### config.mk
export PLATFORM = sky130hd
export DESIGN_NAME = gait_sequencer_flat
export DESIGN_NICKNAME = d
export VERILOG_FILES = /design/src/rtl/gait_cmd_if.sv /design/src/rtl/gait_sequencer.sv /design/src/flat_wrapper.sv
export SDC_FILE = /design/constraint.sdc
export NUM_CORES = 1
export LEC_CHECK = 0
export CAP_MARGIN = 20
export CORE_ASPECT_RATIO = 0.75
export CORE_MARGIN = 4
export CORE_UTILIZATION = 51
export DETAILED_ROUTE_END_ITERATION = 7
export PLACE_DENSITY = 0.75
export SLEW_MARGIN = 20
export SYNTH_ARGS = -nofsm -noshare
export SYNTH_HDL_FRONTEND = slang
export SYNTH_SLANG_ARGS = --single-unit
### constraint.sdc
create_clock -name clk -period 2.19 [get_ports clk]
set_input_delay 0.438 -clock clk [delete_from_list [all_inputs] [get_ports clk]]
set_output_delay 0.438 -clock clk [all_outputs]
set_load 0.05 [all_outputs]
### src/rtl/gait_cmd_if.sv
// Command channel for the gait sequencer: START/STOP requests carried over valid/ready.
// The master drives the command fields and valid; the slave answers with ready.
interface gait_cmd_if #(
  parameter int GW = 2
) ();
  logic          cmd_valid;
  logic          cmd_ready;
  logic          cmd_op;
  logic [GW-1:0] cmd_gait;
  logic          cmd_dir;
  logic [1:0]    cmd_speed;

  modport master (
    output cmd_valid, cmd_op, cmd_gait, cmd_dir, cmd_speed,
    input  cmd_ready
  );

  modport slave (
    input  cmd_valid, cmd_op, cmd_gait, cmd_dir, cmd_speed,
    output cmd_ready
  );
endinterface

### src/rtl/gait_sequencer.sv
// Drives the gait-ROM address {gait, frame} from a programmable timebase.
// Gait, direction and speed only switch on frame 0, so a stride is never cut short.
module gait_sequencer #(
  parameter int GW         = 2,
  parameter int FW         = 5,
  parameter int BASE_DELAY = 720000
) (
  input  logic           clk,
  input  logic           rst,
  gait_cmd_if.slave      cmd,
  output logic [GW+FW-1:0] o_addr,
  output logic           o_frame_tic,
  output logic           o_cycle_done,
  output logic           o_running,
  output logic           o_pending
);

  localparam int PW = (BASE_DELAY > 1) ? $clog2(BASE_DELAY) : 1;

  typedef enum logic [1:0] {
    S_IDLE  = 2'd0,
    S_RUN   = 2'd1,
    S_DRAIN = 2'd2
  } state_t;

  state_t        r_state, w_state_next;
  logic [PW-1:0] r_presc, w_presc_next;
  logic [1:0]    r_step_cnt, w_step_cnt_next;
  logic [FW-1:0] r_frame, w_frame_next;
  logic [GW-1:0] r_gait, w_gait_next;
  logic          r_dir, w_dir_next;
  logic [1:0]    r_speed, w_speed_next;
  logic          r_pend, w_pend_next;
  logic [GW-1:0] r_pgait, w_pgait_next;
  logic          r_pdir, w_pdir_next;
  logic [1:0]    r_pspeed, w_pspeed_next;
  logic          r_frame_tic, r_cycle_done;

  logic          w_base_tic, w_step, w_land0;
  logic          w_accept, w_start, w_stop;
  logic [FW-1:0] w_frame_adv;

  assign cmd.cmd_ready = !rst && (r_state != S_DRAIN);

  assign w_accept = cmd.cmd_valid && cmd.cmd_ready;
  assign w_start  = w_accept && !cmd.cmd_op;
  assign w_stop   = w_accept && cmd.cmd_op;

  assign w_base_tic  = (r_state != S_IDLE) && (r_presc == PW'(BASE_DELAY - 1));
  assign w_step      = w_base_tic && (r_step_cnt == (2'd3 - r_speed));
  assign w_frame_adv = r_dir ? (r_frame - FW'(1)) : (r_frame + FW'(1));
  assign w_land0     = w_step && (w_frame_adv == '0);

  always_comb begin
    w_state_next    = r_state;
    w_presc_next    = w_base_tic ? '0 : (r_presc + PW'(1));
    w_step_cnt_next = w_step ? 2'd0 : (w_base_tic ? (r_step_cnt + 2'd1) : r_step_cnt);
    w_frame_next    = w_step ? w_frame_adv : r_frame;
    w_gait_next     = r_gait;
    w_dir_next      = r_dir;
    w_speed_next    = r_speed;
    w_pend_next     = r_pend;
    w_pgait_next    = r_pgait;
    w_pdir_next     = r_pdir;
    w_pspeed_next   = r_pspeed;

    case (r_state)
      S_IDLE: begin
        // Timebase stays cleared so the first step is one full frame period after START.
        w_presc_next    = '0;
        w_step_cnt_next = 2'd0;
        w_frame_next    = '0;
        if (w_start) begin
          w_gait_next  = cmd.cmd_gait;
          w_dir_next   = cmd.cmd_dir;
          w_speed_next = cmd.cmd_speed;
          w_state_next = S_RUN;
        end
      end
      S_RUN: begin
        if (w_stop) begin
          w_pend_next = 1'b0;
          if ((r_frame == '0 && !w_step) || w_land0)
            w_state_next = S_IDLE;
          else
            w_state_next = S_DRAIN;
        end else begin
          if (w_land0 && r_pend) begin
            w_gait_next  = r_pgait;
            w_dir_next   = r_pdir;
            w_speed_next = r_pspeed;
            w_pend_next  = 1'b0;
          end
          // A START arriving on the boundary cycle queues for the following boundary.
          if (w_start) begin
            w_pgait_next  = cmd.cmd_gait;
            w_pdir_next   = cmd.cmd_dir;
            w_pspeed_next = cmd.cmd_speed;
            w_pend_next   = 1'b1;
          end
        end
      end
      S_DRAIN: begin
        if (w_land0)
          w_state_next = S_IDLE;
      end
      default: w_state_next = S_IDLE;
    endcase
  end

  always_ff @(posedge clk) begin
    if (rst) begin
      r_state      <= S_IDLE;
      r_presc      <= '0;
      r_step_cnt   <= 2'd0;
      r_frame      <= '0;
      r_gait       <= '0;
      r_dir        <= 1'b0;
      r_speed      <= 2'd0;
      r_pend       <= 1'b0;
      r_pgait      <= '0;
      r_pdir       <= 1'b0;
      r_pspeed     <= 2'd0;
      r_frame_tic  <= 1'b0;
      r_cycle_done <= 1'b0;
    end else begin
      r_state      <= w_state_next;
      r_presc      <= w_presc_next;
      r_step_cnt   <= w_step_cnt_next;
      r_frame      <= w_frame_next;
      r_gait       <= w_gait_next;
      r_dir        <= w_dir_next;
      r_speed      <= w_speed_next;
      r_pend       <= w_pend_next;
      r_pgait      <= w_pgait_next;
      r_pdir       <= w_pdir_next;
      r_pspeed     <= w_pspeed_next;
      r_frame_tic  <= w_step;
      r_cycle_done <= w_land0;
    end
  end

  assign o_addr       = {r_gait, r_frame};
  assign o_frame_tic  = r_frame_tic;
  assign o_cycle_done = r_cycle_done;
  assign o_running    = (r_state != S_IDLE);
  assign o_pending    = r_pend;

endmodule

### src/flat_wrapper.sv
// flat-port wrapper written by rule: the top's interface ports become plain ports
module gait_sequencer_flat 
#(
  parameter int GW         = 2,
  parameter int FW         = 5,
  parameter int BASE_DELAY = 720000
)
  (clk, rst, o_addr, o_frame_tic, o_cycle_done, o_running, o_pending, cmd_cmd_valid, cmd_cmd_op, cmd_cmd_gait, cmd_cmd_dir, cmd_cmd_speed, cmd_cmd_ready);
  gait_cmd_if #(.GW(GW)) cmd_i ();
  input  logic clk;
  input  logic rst;
  output logic [GW+FW-1:0] o_addr;
  output logic o_frame_tic;
  output logic o_cycle_done;
  output logic o_running;
  output logic o_pending;
  input wire logic [$bits(cmd_i.cmd_valid)-1:0] cmd_cmd_valid;
  input wire logic [$bits(cmd_i.cmd_op)-1:0] cmd_cmd_op;
  input wire logic [$bits(cmd_i.cmd_gait)-1:0] cmd_cmd_gait;
  input wire logic [$bits(cmd_i.cmd_dir)-1:0] cmd_cmd_dir;
  input wire logic [$bits(cmd_i.cmd_speed)-1:0] cmd_cmd_speed;
  output wire logic [$bits(cmd_i.cmd_ready)-1:0] cmd_cmd_ready;
  assign cmd_i.cmd_valid = cmd_cmd_valid;
  assign cmd_i.cmd_op = cmd_cmd_op;
  assign cmd_i.cmd_gait = cmd_cmd_gait;
  assign cmd_i.cmd_dir = cmd_cmd_dir;
  assign cmd_i.cmd_speed = cmd_cmd_speed;
  assign cmd_cmd_ready = cmd_i.cmd_ready;
  gait_sequencer #(.GW(GW), .FW(FW), .BASE_DELAY(BASE_DELAY)) u_core (.clk(clk), .rst(rst), .cmd(cmd_i), .o_addr(o_addr), .o_frame_tic(o_frame_tic), .o_cycle_done(o_cycle_done), .o_running(o_running), .o_pending(o_pending));
endmodule
==> out/results.ini <==
[run_status]
status = completed

[grt]
antenna_found_initial = 0
grt_pass1_vias = 1780
grt_usage_pct = 19.2
grt_max_degree = 20
overflow = 0
grt_pass1_wl_um = 8510

[power_and_ir_drop]
p_leak_nw = 1.01
power.density_nw_per_um2 = 559
peakVddDrop_mv = 0.340

[drt]
drc = 0
ant_nets = 0
vias = 1888
drt_wl_total_um = 4950
drt_pass1_iterations = 4
vias_per_cell = 5.36
routedWlPerCell_um = 14.1
drtIter0Drc = 127

[cts]
path_clk_slew_ns = 0.08
cts_tree = yes
cts.path.max_buffers = 2
insertion_delay_ns = 0.30
root_buffer = clkbuf_8
cts_buffers = 5
cts.sinks = 42
cts-hold-fix-buffers = 0
htreeDepth = 2

[placement]
place_area_um2 = 2610
io_buffers = 20
placedCellCount = 343
dp_hpwl_um = 3530
gp_congestion = 0.866

[setup_path]
path_depth = 6
worst_setup_path_start_kind = register
r2r_cells = 6
crit_chain = or4b_4, nor4_4, buf_4, and3_2, a41o_1, o211ai_1
reg2reg_to = u_core.r_speed[1]
critPathTopFamily = simple AND/OR/NAND/NOR gates
slowest_delay_ns = 0.57
arrival_ns = 2.30
end_kind = register
critPathSlowestCell = or4b_4
reg2reg_slack_ns = 0.07
path_max_fanout = 7
path_class = reg -> reg
critical_path_buf_inv_count = 1
cp_data_required_time_ns = 2.38
r2r-start = u_core.r_presc[7]

[synth]
netlist_area_um2 = 2230
syn-num-nets = 277
synth_area_per_cell_um2 = 8.52
synth_warnings = 0
ys.flop_type = dfxtp_1
synth_edf_count = 0
ys_types = 41
ys_seq_area_share_pct = 37.6
synthCells = 262
ys_ff_latch = 42
ys_async_sr_fraction_pct = 0

[timing]
max_freq_mhz = 473
fin_crit_ns = 2.12
setup_viol = 0
relSlewSlack_pct = 66.7
hold_violations = 0
skew_ns = 0.00387
holdWs_ns = 0.474
slew_violations = 0
fin_crit_sh_pct = 96.6
max_slew.worst_pin.slew_ns = 0.497

[floorplanning]
dieArea_um2 = 5510
core_area_um2 = 4130
ios = 21
dieHeight_um = 65.3
die_x_um = 84.4
rows = 20
start_util_pct = 54.1

[final_layout]
fillers = 328
diodes = 0
fin_cells = 352
fin_area_um2 = 2720
drive_gt1_share_pct = 15.8
area_growth_pct = 21.9
final_nets = 311

[worst_hold_path]
hp-class = reg -> reg
worstHoldPathCells = 1
hold-path-endpoint = u_core.r_presc[0]
min_from = u_core.r_presc[0]

[job]
drv_cap = 0

## metrics by stage
step	util, %	TNS, ns	worst slack, ns	power [W]
3_5_place_dp	63.1	0	0.0488	0.000997
5_1_grt	65.9	-0.00728	-0.00421	0.00158
3_3_place_gp	63.1	0	0.0843	0.000995
4_1_cts	65.4	0	0.0512	0.00153
2_1_floorplan	-	0	0.0250	0.000926
6_report	65.9	0	0.0740	0.00152
## sequential cells by signal (all words and copies together), names as in the netlist
register / cells
u_core.o_pending: 1
u_core.r_presc: 20
u_core.r_pgait: 2
u_core.r_frame: 5
u_core.o_cycle_done: 1
u_core.r_speed: 2
u_core.r_dir: 1
u_core.r_step_cnt: 2
u_core.r_gait: 2
u_core.r_state: 2
u_core.o_frame_tic: 1
u_core.r_pspeed: 2
u_core.r_pdir: 1
## worst reg2reg max path, stage by stage, from the launching register on
cell,delay (ns)
dfxtp_1,0.36
or4b_4,0.57
nor4_4,0.27
buf_4,0.19
and3_2,0.23
a41o_1,0.28
o211ai_1,0.10
## layer usage
metal	up-vias	part of all wire [%]	track usage, %
met5	-	0	0
met4	0	0.75	5.93
met3	4	5.1	3.63
met2	39	41	27.6
met1	876	53	28.9
li1	969	-	-
## cell usage in the layout (no fill, tap or decap), drive strengths merged
cell type / synthesis / routed
nor2: 46 / 46
dfxtp: 42 / 42
buf: 2 / 19
clkdlybuf4s50: 0 / 18
mux2i: 14 / 14
inv: 13 / 14
xnor2: 14 / 14
nand2: 13 / 13
xor2: 12 / 12
nand3: 10 / 10
nor3: 10 / 10
nand4: 9 / 9
a21oi: 7 / 7
nand2b: 6 / 6
clkbuf: 8 / 6
and3: 6 / 6
or2: 5 / 5
nor2b: 5 / 5
o211ai: 5 / 5
ha: 5 / 5
o21ai: 4 / 4
or3: 4 / 4
a31oi: 3 / 3
a211o: 3 / 3
and4: 2 / 2
and3b: 2 / 2
or4b: 2 / 2
nor4: 2 / 2
a21o: 1 / 1
nand4b: 1 / 1
or4: 1 / 1
a41o: 1 / 1
a211oi: 1 / 1
a221o: 1 / 1
o31ai: 1 / 1
fa: 1 / 1
clkinv: 0 / 1
## cell families (layout without fill, tap and decap cells)
family,Yosys count,in the layout,synth area share (%)
AO/OA/AOI/OAI,27,27,8.07
XOR/XNOR,26,26,10.2
AND/OR/NAND/NOR,124,124,29.5
buffers and inverters,23,58,4.65
adder cells (fa/ha/maj),6,6,3.70
multiplexers,14,14,6.27
flip-flops,42,42,37.6
## Yosys cell counts (2+ instances only)
| cell | n | share of area [%] |
|---|---|---|
| nand3_1 | 9 | 2.0 |
| o211ai_1 | 5 | 1.7 |
| and3_2 | 4 | 1.3 |
| a211o_1 | 3 | 1.2 |
| or3_1 | 4 | 1.1 |
| and4_1 | 2 | 0.78 |
| nand2b_1 | 6 | 1.7 |
| xnor2_1 | 14 | 5.5 |
| or2_2 | 5 | 1.4 |
| dfxtp_1 | 42 | 38 |
| o21ai_0 | 4 | 0.90 |
| and3b_1 | 2 | 0.78 |
| nor2b_1 | 5 | 1.4 |
| a31oi_1 | 3 | 0.84 |
| nor3_1 | 9 | 2.0 |
| nand2_1 | 13 | 2.2 |
| inv_1 | 13 | 2.2 |
| buf_4 | 2 | 0.67 |
| and3_1 | 2 | 0.56 |
| nor2_1 | 46 | 7.7 |
| ha_1 | 5 | 2.8 |
| mux2i_1 | 14 | 6.3 |
| xor2_1 | 12 | 4.7 |
| nand4_1 | 9 | 2.5 |
| a21oi_1 | 7 | 1.6 |
| clkbuf_1 | 7 | 1.2 |
## power by group
part / internal (W) / switching [W]
clock: 0.000255 / 0.000284
sequential: 0.000775 / 0.0000156
combinational: 0.0000874 / 0.000104
## area by class of cell
class / count / area [µm²] / share of cell area (%)
flip-flops and latches: 42 / 848 / 31.2
clock buffers: 6 / 82.6 / 3.03
multi-input cells: 197 / 1310 / 48.2
well taps: 55 / 68.8 / 2.53
inverters: 13 / 48.8 / 1.79
repair buffers: 37 / 352 / 12.9
clock inverters: 2 / 11.3 / 0.414
## worst max-delay path by stage
stage | slack, ns | from | end
after floorplan | 0.03 | u_core.r_frame[2] | u_core.o_pending
after global placement | 0.08 | rst | u_core.r_gait[1]
after detailed placement | 0.05 | rst | u_core.r_gait[1]
after CTS | 0.05 | u_core.r_presc[0] | u_core.r_frame[0]
after global routing | -0.004 | u_core.r_presc[7] | u_core.r_dir
final | 0.07 | u_core.r_presc[7] | u_core.r_speed[1]
## timing repair
action | CTS | global route
endpoints found under the hold margin | 0 | 0
resized for setup | 0 | 3
setup endpoints to repair | 0 | 26
setup buffers | 0 | 1
Note: power is estimated with default switching activity, not from simulation.
